--- src/rtl/router_pkg.sv ---
// Shared types for the router destination-side reader: header field widths,
// reader FSM states and header field extraction helpers.
package router_pkg;
  localparam int PKT_LEN_W  = 6;
  localparam int PKT_ADDR_W = 2;

  typedef enum logic [1:0] {IDLE, HDR_RD, HDR_WAIT, BODY} rd_state_e;

  function automatic logic [PKT_LEN_W-1:0] pkt_hdr_len(input logic [7:0] hdr);
    return hdr[7:2];
  endfunction

  function automatic logic [PKT_ADDR_W-1:0] pkt_hdr_addr(input logic [7:0] hdr);
    return hdr[1:0];
  endfunction
endpackage

--- src/rtl/rd_skid_fifo.sv ---
// Payload skid FIFO: synchronous, push/pop same cycle, zero-latency read of the head entry.
// No internal backpressure; the producer keeps it from overflowing using o_count.
module rd_skid_fifo #(
  parameter int DEPTH = 4,
  parameter int W     = 9,
  localparam int AW   = $clog2(DEPTH),
  localparam int CW   = AW + 1
) (
  input  logic          i_clock,
  input  logic          i_reset,
  input  logic          i_push,
  input  logic [W-1:0]  i_push_dat,
  input  logic          i_pop,
  output logic [W-1:0]  o_pop_dat,
  output logic [CW-1:0] o_count,
  output logic          o_empty
);
  logic [W-1:0]  r_mem [DEPTH];
  logic [AW-1:0] r_wr_ptr;
  logic [AW-1:0] r_rd_ptr;
  logic [CW-1:0] r_count;

  always_ff @(posedge i_clock) begin
    if (i_reset) begin
      r_wr_ptr <= '0;
      r_rd_ptr <= '0;
      r_count  <= '0;
      for (int i = 0; i < DEPTH; i++) r_mem[i] <= '0;
    end else begin
      if (i_push) begin
        r_mem[r_wr_ptr] <= i_push_dat;
        r_wr_ptr        <= r_wr_ptr + 1'b1;
      end
      if (i_pop) r_rd_ptr <= r_rd_ptr + 1'b1;
      case ({i_push, i_pop})
        2'b10:   r_count <= r_count + 1'b1;
        2'b01:   r_count <= r_count - 1'b1;
        default: r_count <= r_count;
      endcase
    end
  end

  assign o_pop_dat = r_mem[r_rd_ptr];
  assign o_count   = r_count;
  assign o_empty   = (r_count == '0);
endmodule

--- src/rtl/router_dst_reader.sv ---
// Drains one router output port: header, len payload bytes, parity; payload out as ready/valid.
// Read latency 1 cycle; reads are throttled by skid credit so out_ready low stops reads.
module router_dst_reader
  import router_pkg::*;
#(
  parameter int START_DLY  = 0,
  parameter int STALL_MAX  = 64,
  parameter int SKID_DEPTH = 4
) (
  input  logic                  i_clock,
  input  logic                  i_reset,
  input  logic                  i_valid_out,
  input  logic [7:0]            i_data_out,
  output logic                  o_read_enb,
  output logic [7:0]            o_out_data,
  output logic                  o_out_valid,
  input  logic                  i_out_ready,
  output logic                  o_out_last,
  output logic                  o_hdr_valid,
  output logic [PKT_LEN_W-1:0]  o_hdr_len,
  output logic [PKT_ADDR_W-1:0] o_hdr_addr,
  output logic                  o_pkt_done,
  output logic                  o_parity_err,
  output logic                  o_pkt_abort
);
  localparam int CW  = $clog2(SKID_DEPTH) + 1;
  localparam int WDW = $clog2(STALL_MAX + 1);

  rd_state_e             r_state;
  logic [4:0]            r_dly_cnt;
  logic                  r_inflight;
  logic [PKT_LEN_W:0]    r_rem_issue;
  logic [PKT_LEN_W:0]    r_rem_rx;
  logic [7:0]            r_acc;
  logic [WDW-1:0]        r_stall_cnt;
  logic                  r_hdr_valid;
  logic [PKT_LEN_W-1:0]  r_hdr_len;
  logic [PKT_ADDR_W-1:0] r_hdr_addr;
  logic                  r_pkt_done;
  logic                  r_parity_err;
  logic                  r_pkt_abort;

  logic          w_issue_ok;
  logic          w_credit_ok;
  logic          w_rd;
  logic          w_start;
  logic          w_push;
  logic [8:0]    w_push_dat;
  logic          w_pop;
  logic [8:0]    w_skid_dat;
  logic [CW-1:0] w_count;
  logic          w_empty;
  logic          w_stall_fire;

  always_comb begin
    w_issue_ok   = (r_state == HDR_RD) || ((r_state == BODY) && (r_rem_issue != '0));
    // Bytes already queued plus the one still in the read pipe must leave room for one more.
    w_credit_ok  = ({1'b0, w_count} + {{CW{1'b0}}, r_inflight}) <= (CW+1)'(SKID_DEPTH - 2);
    w_rd         = w_issue_ok && i_valid_out && w_credit_ok;
    w_start      = i_valid_out && (({1'b0, r_dly_cnt} + 6'd1) >= 6'(START_DLY));
    w_push       = (r_state == BODY) && r_inflight && (r_rem_rx != 7'd1);
    w_push_dat   = {(r_rem_rx == 7'd2), i_data_out};
    w_pop        = !w_empty && i_out_ready;
    w_stall_fire = ((r_state == HDR_WAIT) || (r_state == BODY)) && !r_inflight &&
                   (r_stall_cnt == WDW'(STALL_MAX - 1));
  end

  always_ff @(posedge i_clock) begin
    if (i_reset) begin
      r_state      <= IDLE;
      r_dly_cnt    <= '0;
      r_inflight   <= 1'b0;
      r_rem_issue  <= '0;
      r_rem_rx     <= '0;
      r_acc        <= '0;
      r_stall_cnt  <= '0;
      r_hdr_valid  <= 1'b0;
      r_hdr_len    <= '0;
      r_hdr_addr   <= '0;
      r_pkt_done   <= 1'b0;
      r_parity_err <= 1'b0;
      r_pkt_abort  <= 1'b0;
    end else begin
      r_inflight   <= w_rd;
      r_hdr_valid  <= 1'b0;
      r_pkt_done   <= 1'b0;
      r_parity_err <= 1'b0;
      r_pkt_abort  <= 1'b0;

      if ((r_state == HDR_WAIT) || (r_state == BODY))
        r_stall_cnt <= r_inflight ? '0 : r_stall_cnt + 1'b1;
      else
        r_stall_cnt <= '0;

      case (r_state)
        IDLE: begin
          if (!i_valid_out) begin
            r_dly_cnt <= '0;
          end else if (w_start) begin
            r_dly_cnt <= '0;
            r_state   <= HDR_RD;
          end else if (r_dly_cnt != 5'h1f) begin
            r_dly_cnt <= r_dly_cnt + 1'b1;
          end
        end
        HDR_RD: begin
          if (w_rd) r_state <= HDR_WAIT;
        end
        HDR_WAIT: begin
          if (r_inflight) begin
            r_hdr_len   <= pkt_hdr_len(i_data_out);
            r_hdr_addr  <= pkt_hdr_addr(i_data_out);
            r_hdr_valid <= 1'b1;
            r_acc       <= i_data_out;
            r_rem_issue <= {1'b0, pkt_hdr_len(i_data_out)} + 7'd1;
            r_rem_rx    <= {1'b0, pkt_hdr_len(i_data_out)} + 7'd1;
            r_state     <= BODY;
          end
        end
        BODY: begin
          if (w_rd) r_rem_issue <= r_rem_issue - 1'b1;
          if (r_inflight) begin
            if (r_rem_rx == 7'd1) begin
              r_pkt_done   <= 1'b1;
              r_parity_err <= (r_acc != i_data_out);
              r_state      <= IDLE;
            end else begin
              r_acc    <= r_acc ^ i_data_out;
              r_rem_rx <= r_rem_rx - 1'b1;
            end
          end
        end
        default: r_state <= IDLE;
      endcase

      // Watchdog only fires with nothing in flight, so it never races a byte capture.
      if (w_stall_fire) begin
        r_pkt_done  <= 1'b1;
        r_pkt_abort <= 1'b1;
        r_state     <= IDLE;
        r_rem_issue <= '0;
        r_rem_rx    <= '0;
      end
    end
  end

  rd_skid_fifo #(.DEPTH(SKID_DEPTH), .W(9)) u_skid (
    .i_clock    (i_clock),
    .i_reset    (i_reset),
    .i_push     (w_push),
    .i_push_dat (w_push_dat),
    .i_pop      (w_pop),
    .o_pop_dat  (w_skid_dat),
    .o_count    (w_count),
    .o_empty    (w_empty)
  );

  assign o_read_enb   = w_rd;
  assign o_out_valid  = !w_empty;
  assign o_out_data   = w_skid_dat[7:0];
  assign o_out_last   = w_skid_dat[8];
  assign o_hdr_valid  = r_hdr_valid;
  assign o_hdr_len    = r_hdr_len;
  assign o_hdr_addr   = r_hdr_addr;
  assign o_pkt_done   = r_pkt_done;
  assign o_parity_err = r_parity_err;
  assign o_pkt_abort  = r_pkt_abort;
endmodule
--- config.mk ---
export PLATFORM = sky130hd
export DESIGN_NAME = router_dst_reader
export DESIGN_NICKNAME = d
export VERILOG_FILES = /design/src/rtl/router_pkg.sv /design/src/rtl/rd_skid_fifo.sv /design/src/rtl/router_dst_reader.sv
export SDC_FILE = /design/constraint.sdc
export NUM_CORES = 1
export LEC_CHECK = 0
export CORE_MARGIN = 3
export CORE_UTILIZATION = 45
export DETAILED_ROUTE_END_ITERATION = 12
export HOLD_SLACK_MARGIN = 0.08
export PLACE_DENSITY = 0.7
export SYNTH_ARGS = -nofsm -noshare
export SYNTH_HDL_FRONTEND = slang
export SYNTH_SLANG_ARGS = --single-unit
--- constraint.sdc ---
create_clock -name i_clock -period 2.54 [get_ports i_clock]
set_input_delay 0.762 -clock i_clock [delete_from_list [all_inputs] [get_ports i_clock]]
set_output_delay 0.762 -clock i_clock [all_outputs]
set_load 0.05 [all_outputs]
---- After elaboration in Yosys (flattened, before gate mapping) ----
Memories as Yosys holds them, arrays and structs flattened. A register that Yosys moved wholly into a read port is not among the register bits.
Cells that the tools add are included.
word-level totals
  register bits ........................... 56
  bits in writable memories ............... 36
  input port bits ......................... 12
  output and inout bits ................... 23
  word-level logic and storage cells ...... 121
  memories kept ........................... 1
memories
  name          depth  bits a word  rd ports  clocked after Yosys merged registers in  write ports  line                source
  u_skid.r_mem  4      9            1         1                                        4            rd_skid_fifo.sv:18  logic [W-1:0] r_mem [DEPTH];
cells by class
  add/sub/neg operators ................... 11
  $lt $le $gt $ge ......................... 2
  equal/unequal tests ..................... 20
  mux-type cells .......................... 37
  bitwise logic cells ..................... 6
  reduce and logical (&&, ||, !) cells .... 28
operators by type and width
  kind                                                 count
  two-way mux 7 bit                                    4
  case mux 7 bit (2 select lines)                      2
  two-way mux 8 bit                                    3
  two-way mux 2 bit                                    9
  case mux 8 bit (2 select lines)                      1
  two-way mux 5 bit                                    3
  != test 2 bit, second input constant                 7
  subtractor 7 x 1 -> 7 bit, second input constant     2
  two-way mux 1 bit                                    12
  logical AND 1 bit                                    9
  two-way mux 9 bit                                    1
  OR reduction 9 bit                                   1
  != test 8 bit                                        1
  case mux 2 bit (4 select lines)                      1
  bitwise XOR 8 bit                                    1
  adder 6 x 1 -> 7 bit, second input constant          1
  adder 7 x 1 -> 7 bit, second input constant          1
  equality test 7 x 1 -> 1 bit, second input constant  1
  equality test 7 x 2 -> 1 bit, second input constant  1
  equality test 7 x 6 -> 1 bit, second input constant  1
  != test 7 x 1 -> 1 bit, second input constant        1
  nonzero test 7 bit                                   1
  adder 5 x 1 -> 6 bit, second input constant          1
  equality test 2 bit, second input constant           3
  other kinds (25)                                     36

---- Logic depth before layout (Yosys ltp) ----
  word-level depth ........................ 8
  mapped depth ............................ 11
  gate-level depth less buffers ........... 11

---- Cells and area by module ----
A second synthesis with hierarchy kept.
unflattened totals
  cell total of the unflattened synthesis .. 432
  area total of the unflattened synthesis .. 4,435.5 sq um
modules (own cells, without submodules)
  module             times used  cells each  area each (sq um)  sequential area each (sq um)
  router_dst_reader  1           301         2,443.6            880.8
  rd_skid_fifo       1           131         1,991.9            1,261.2

---- Least setup slack after synthesis ----
Ideal clock, no wire load.
  path type ............................... register to output
  from .................................... reg r_state[0]
  to ...................................... out o_read_enb
  arrival time ............................ 2.431 ns
  slack ................................... -0.653 ns
  cell stages (with the launch flop) ...... 7
  path buffers ............................ 3
  cell sequence ........................... dfxtp_1 -> ha_1 -> buf_2 -> buf_1 -> buf_1 -> a21oi_1 -> nor3_1
on the way
  word-level cells in the longest chain between the ends .. 5
RTL lines
  what                              line                      source
  start: declaration                router_dst_reader.sv:29   rd_state_e r_state;
  start signal: assignment          router_dst_reader.sv:70   r_state <= IDLE;
  start signal: assignment          router_dst_reader.sv:101  r_state <= HDR_RD;
  start signal: assignment          router_dst_reader.sv:107  if (w_rd) r_state <= HDR_WAIT;
  equality test 2 bit               router_dst_reader.sv:56   w_issue_ok = (r_state == HDR_RD) || ((r_state == BODY) && (r_rem_issue != '0));
  logical AND 1 bit                 router_dst_reader.sv:56
  logical OR 1 bit *                router_dst_reader.sv:56
  logical AND 1 bit * (2 in a row)  router_dst_reader.sv:59   w_rd = w_issue_ok && i_valid_out && w_credit_ok;
  end: declaration                  router_dst_reader.sv:14   output logic o_read_enb,
Mark *: on every way between the ends. The rest lies on a longest branch, timed or not.

---- Worst setup path after layout ----
  from .................................... reg r_rem_issue[2]
  to ...................................... out o_read_enb
on the way
  word-level cells in the longest chain between the ends .. 5
RTL lines
  what                            line                      source
  start: declaration              router_dst_reader.sv:32   logic [PKT_LEN_W:0] r_rem_issue;
  start signal: assignment        router_dst_reader.sv:115  r_rem_issue <= {1'b0, pkt_hdr_len(i_data_out)} + 7'd1;
  start signal: assignment        router_dst_reader.sv:121  if (w_rd) r_rem_issue <= r_rem_issue - 1'b1;
  nonzero test 7 bit              router_dst_reader.sv:56
  logical AND 1 bit               router_dst_reader.sv:56
  logical OR 1 bit                router_dst_reader.sv:56
  logical AND 1 bit (2 in a row)  router_dst_reader.sv:59
No other way between the ends.

==> out/results.tsv <==
stage	metric	value	unit
status	outcome	finished with violations	
status	failing checks	setup timing	
global_route	Global Route Usage Sum	19.5	%
timing	setup ws final	-0.0354	ns
clocking	TritonCTS Sinks	89	
synthesis	post-synthesis register bit count	89	
layout	Antenna Cells	0	
pwr	total power	3.29	mW
layout	Area growth syn-to-layout	20.3	%
synthesis	adder-cell share of the synthesized area	4.40	%
detailed_routing	DR vias/cell	5.53	
floorplanning	starting density of the core	47.1	%
synthesis	Synth warnings	0	
placement	Placed Cells	619	
critical_path	Critical Path Source Type	flop	
synthesis	Synth top cells by count	dfxtp_1 (53), nand2_1 (43), nor2_1 (43)	
floorplanning	Site Rows	35	
timing	final setup violating endpoints	1	
timing	Worst-Margin Slew	0.494	ns
critical_path	worst-path maximum fanout	2	
job	Max-Cap Viols	0	
detailed_routing	DR DRC count	0	
critical_path	Buf/Inv on CP	1	
placement	routability cong.	0.932	
layout	final instance area	0.00534	mm^2
clocking	clk slew on worst S/H paths	0.09	ns
synthesis	most common cell in the netlist	dfxtp_1	
layout	filler instances	822	
timing	fin crit share	101	%
layout	final core occ	56.7	%
timing	Fin. Hold Viols	0	
timing	skew final	0.0110	ns
floorplanning	die area	0.0111	mm^2
detailed_routing	initial DRC count	235	
critical_path	crit-path cells	or4_4 > nor2_4 > nand2_2 > a21oi_4 > nor3_4 > buf_12	
placement	placed instance area	0.00510	mm^2
critical_path	CP Class	flop to output pin	
placement	DP Wirelength	7300	um
timing	Relative slew margins	66.9	%
synthesis	Synth Flop Type	dfxtp_1	
pwr	pwr/cell area	617	mW/mm^2
global_route	initial antenna violation count	0	
critical_path	family with the most delay on the worst path	simple AND/OR/NAND/NOR gates	
layout	Layout Nets	529	
global_route	vias in the first global route	3454	
timing	Final Max Tran Viols	0	
critical_path	WP data required	1.78	ns
detailed_routing	router iterations before antenna repair	5	
layout	proportion of layout cells with a drive suffix above 1	17.9	%
detailed_routing	Vias	3516	
clocking	hold_buf cts	0	
critical_path	Critical Path Sink Type	output pin	
timing	fmax	388	MHz
critical_path	Max stage delay on crit path	0.56	ns
clocking	CTS root buf	clkbuf_8	
synthesis	post-synthesis mux area share	6.85	%
floorplanning	die height	105	um
synthesis	Synth Area in Compound Gates	12.9	%
floorplanning	die width	105	um
synthesis	Async SR Flop Fraction	0	%
synthesis	Synth area leaders	edfxtp_1 (24%), dfxtp_1 (24%), mux4_2 (4.6%), and2_1 (3.9%), ha_1 (3.9%)	
pwr	peak supply drop	0.279	mV
critical_path	slowest cell on the critical path	or4_4	
synthesis	mean post-synth cell area	9.88	um^2
synthesis	simple-gate area share of the yosys netlist	19.9	%
synthesis	Synth area leader	edfxtp_1	
global_route	grt ovf	0	
clocking	Worst-Skew Late Latency	0.36	ns
detailed_routing	Detail Route Antenna Nets	0	
synthesis	sequential cell area fraction in the yosys report	48.3	%
floorplanning	CORE AREA	0.00942	mm^2
clocking	TritonCTS clock tree	done	
pwr	static leakage	2.01	nW
synthesis	post-synth top area share	24.4	%
clocking	htree depth	3	
layout	Post-Layout Cell Count	636	
floorplanning	# IOs	35	
worst_hold_path	min-delay worst type	flop to flop	
global_route	first-pass GRT wire length	17300	um
synthesis	Post-Synth XOR/XNOR Area	4.14	%
synthesis	largest family of logic cells by synthesized area	simple AND/OR/NAND/NOR gates	
synthesis	post-synth net total	476	
placement	Port Buffer Count	34	
synthesis	Post-synth EDFFs	36	
synthesis	Cells after Synth	449	
timing	RSZ-0062 raised after global routing	yes	
critical_path	CP arrival	1.81	ns
detailed_routing	final wirelength	10300	um
global_route	largest net degree at the start of global routing	39	
clocking	maximum buffer depth of the clock tree	2	
timing	crit path time final	2.58	ns
detailed_routing	post-DR wirelength/cell	16.1	um
synthesis	Mapped Area	0.00444	mm^2
clocking	total CTS buffers	9	
synthesis	Netlist cell types	48	
placement	pre-CTS setup slack	-0.108	ns
==> cells in the final DEF (no fill, tap or decap), types with 3 or more instances in the layout <==
cell type	instances
a211oi_1	4
a21oi_1	23
a22oi_1	11
a31o_2	3
a31oi_1	4
and2_1	28
and3_1	9
buf_4	42
clkbuf_8	10
clkdlybuf4s50_1	23
dfxtp_1	50
dfxtp_2	3
edfxtp_1	36
ha_1	14
inv_1	15
mux2i_1	9
mux4_2	9
nand2_1	41
nand3_1	9
nor2_1	42
nor2b_1	3
nor3_1	7
nor4_1	6
o211ai_1	3
o21ai_0	25
o22ai_1	6
or2_2	4
or3_1	9
or4_1	3
xnor2_1	4
xor2_1	17
==> metal layers <==
layer | part of all wire (%) | GRT usage [%]
met5 | 0 | 0
met4 | 1.2 | 5.44
met3 | 4.8 | 3.74
met2 | 49 | 32.7
met1 | 45 | 25.7
==> metrics by stage <==
step	hold slack, ns	setup TNS (ns)
floorplan	0.418	0
global placement	0.432	-0.0235
detailed placement	0.440	-0.108
CTS	0.454	-0.0839
global route	0.477	-0.0938
finish	0.457	-0.0354
==> worst paths after layout <==
| check | start | cells after the start | slack [ns] | endpoint |
|---|---|---|---|---|
| worst max-delay path | r_rem_issue[2]$_SDFFE_PP0P_ | 6 | -0.04 | o_read_enb |
| worst min-delay path | r_stall_cnt[0]$_SDFF_PP0_ | 1 | 0.46 | r_stall_cnt[0]$_SDFF_PP0_ |
| worst max register to register | r_rem_rx[0]$_SDFFE_PP0P_ | 10 | 0.27 | u_skid.o_count[2]$_SDFFE_PP0P_ |
| worst min register to register | r_stall_cnt[0]$_SDFF_PP0_ | 1 | 0.46 | r_stall_cnt[0]$_SDFF_PP0_ |
==> cells by family (layout without fill, tap and decap cells) <==
family,count (synthesis),count (layout)
xor+xnor,21,21
mux,19,19
compound gates,92,92
fa+ha+maj,15,15
flops,89,89
buf+inv,41,99
simple gates,172,172
==> what timing repair did <==
item	in CTS	in global routing
pin swaps	2	1
gates resized for setup	7	4
hold endpoints to repair	0	0
setup buffers	1	0
setup endpoints to repair	2	1
==> area by class of cell <==
class | instances | area (um^2) | share of cell area, %
clock buffer | 11 | 163 | 3.05
clock inverter | 5 | 41.3 | 0.773
inverter | 15 | 56.3 | 1.05
multi-input combinational | 319 | 2180 | 40.8
sequential | 89 | 2150 | 40.2
tap | 129 | 161 | 3.02
timing repair buffer | 68 | 594 | 11.1
==> sequential cells by signal, summed over array words and instances, names as in the netlist, 2 cells and up, named ones only <==
name / count
u_skid.o_count: 3
r_stall_cnt: 7
u_skid.r_mem: 36
u_skid.r_rd_ptr: 2
o_hdr_addr: 2
u_skid.r_wr_ptr: 2
o_hdr_len: 6
r_rem_rx: 7
r_rem_issue: 7
r_state: 2
r_acc: 8
==> power by group <==
part | switching, mW | leakage [nW] | internal (mW)
combinational | 0.420 | 1.11 | 0.285
sequential | 0.0467 | 0.801 | 1.54
clock | 0.545 | 0.106 | 0.454
total | 1.01 | 2.01 | 2.28
(Power assumes the default switching activity.)
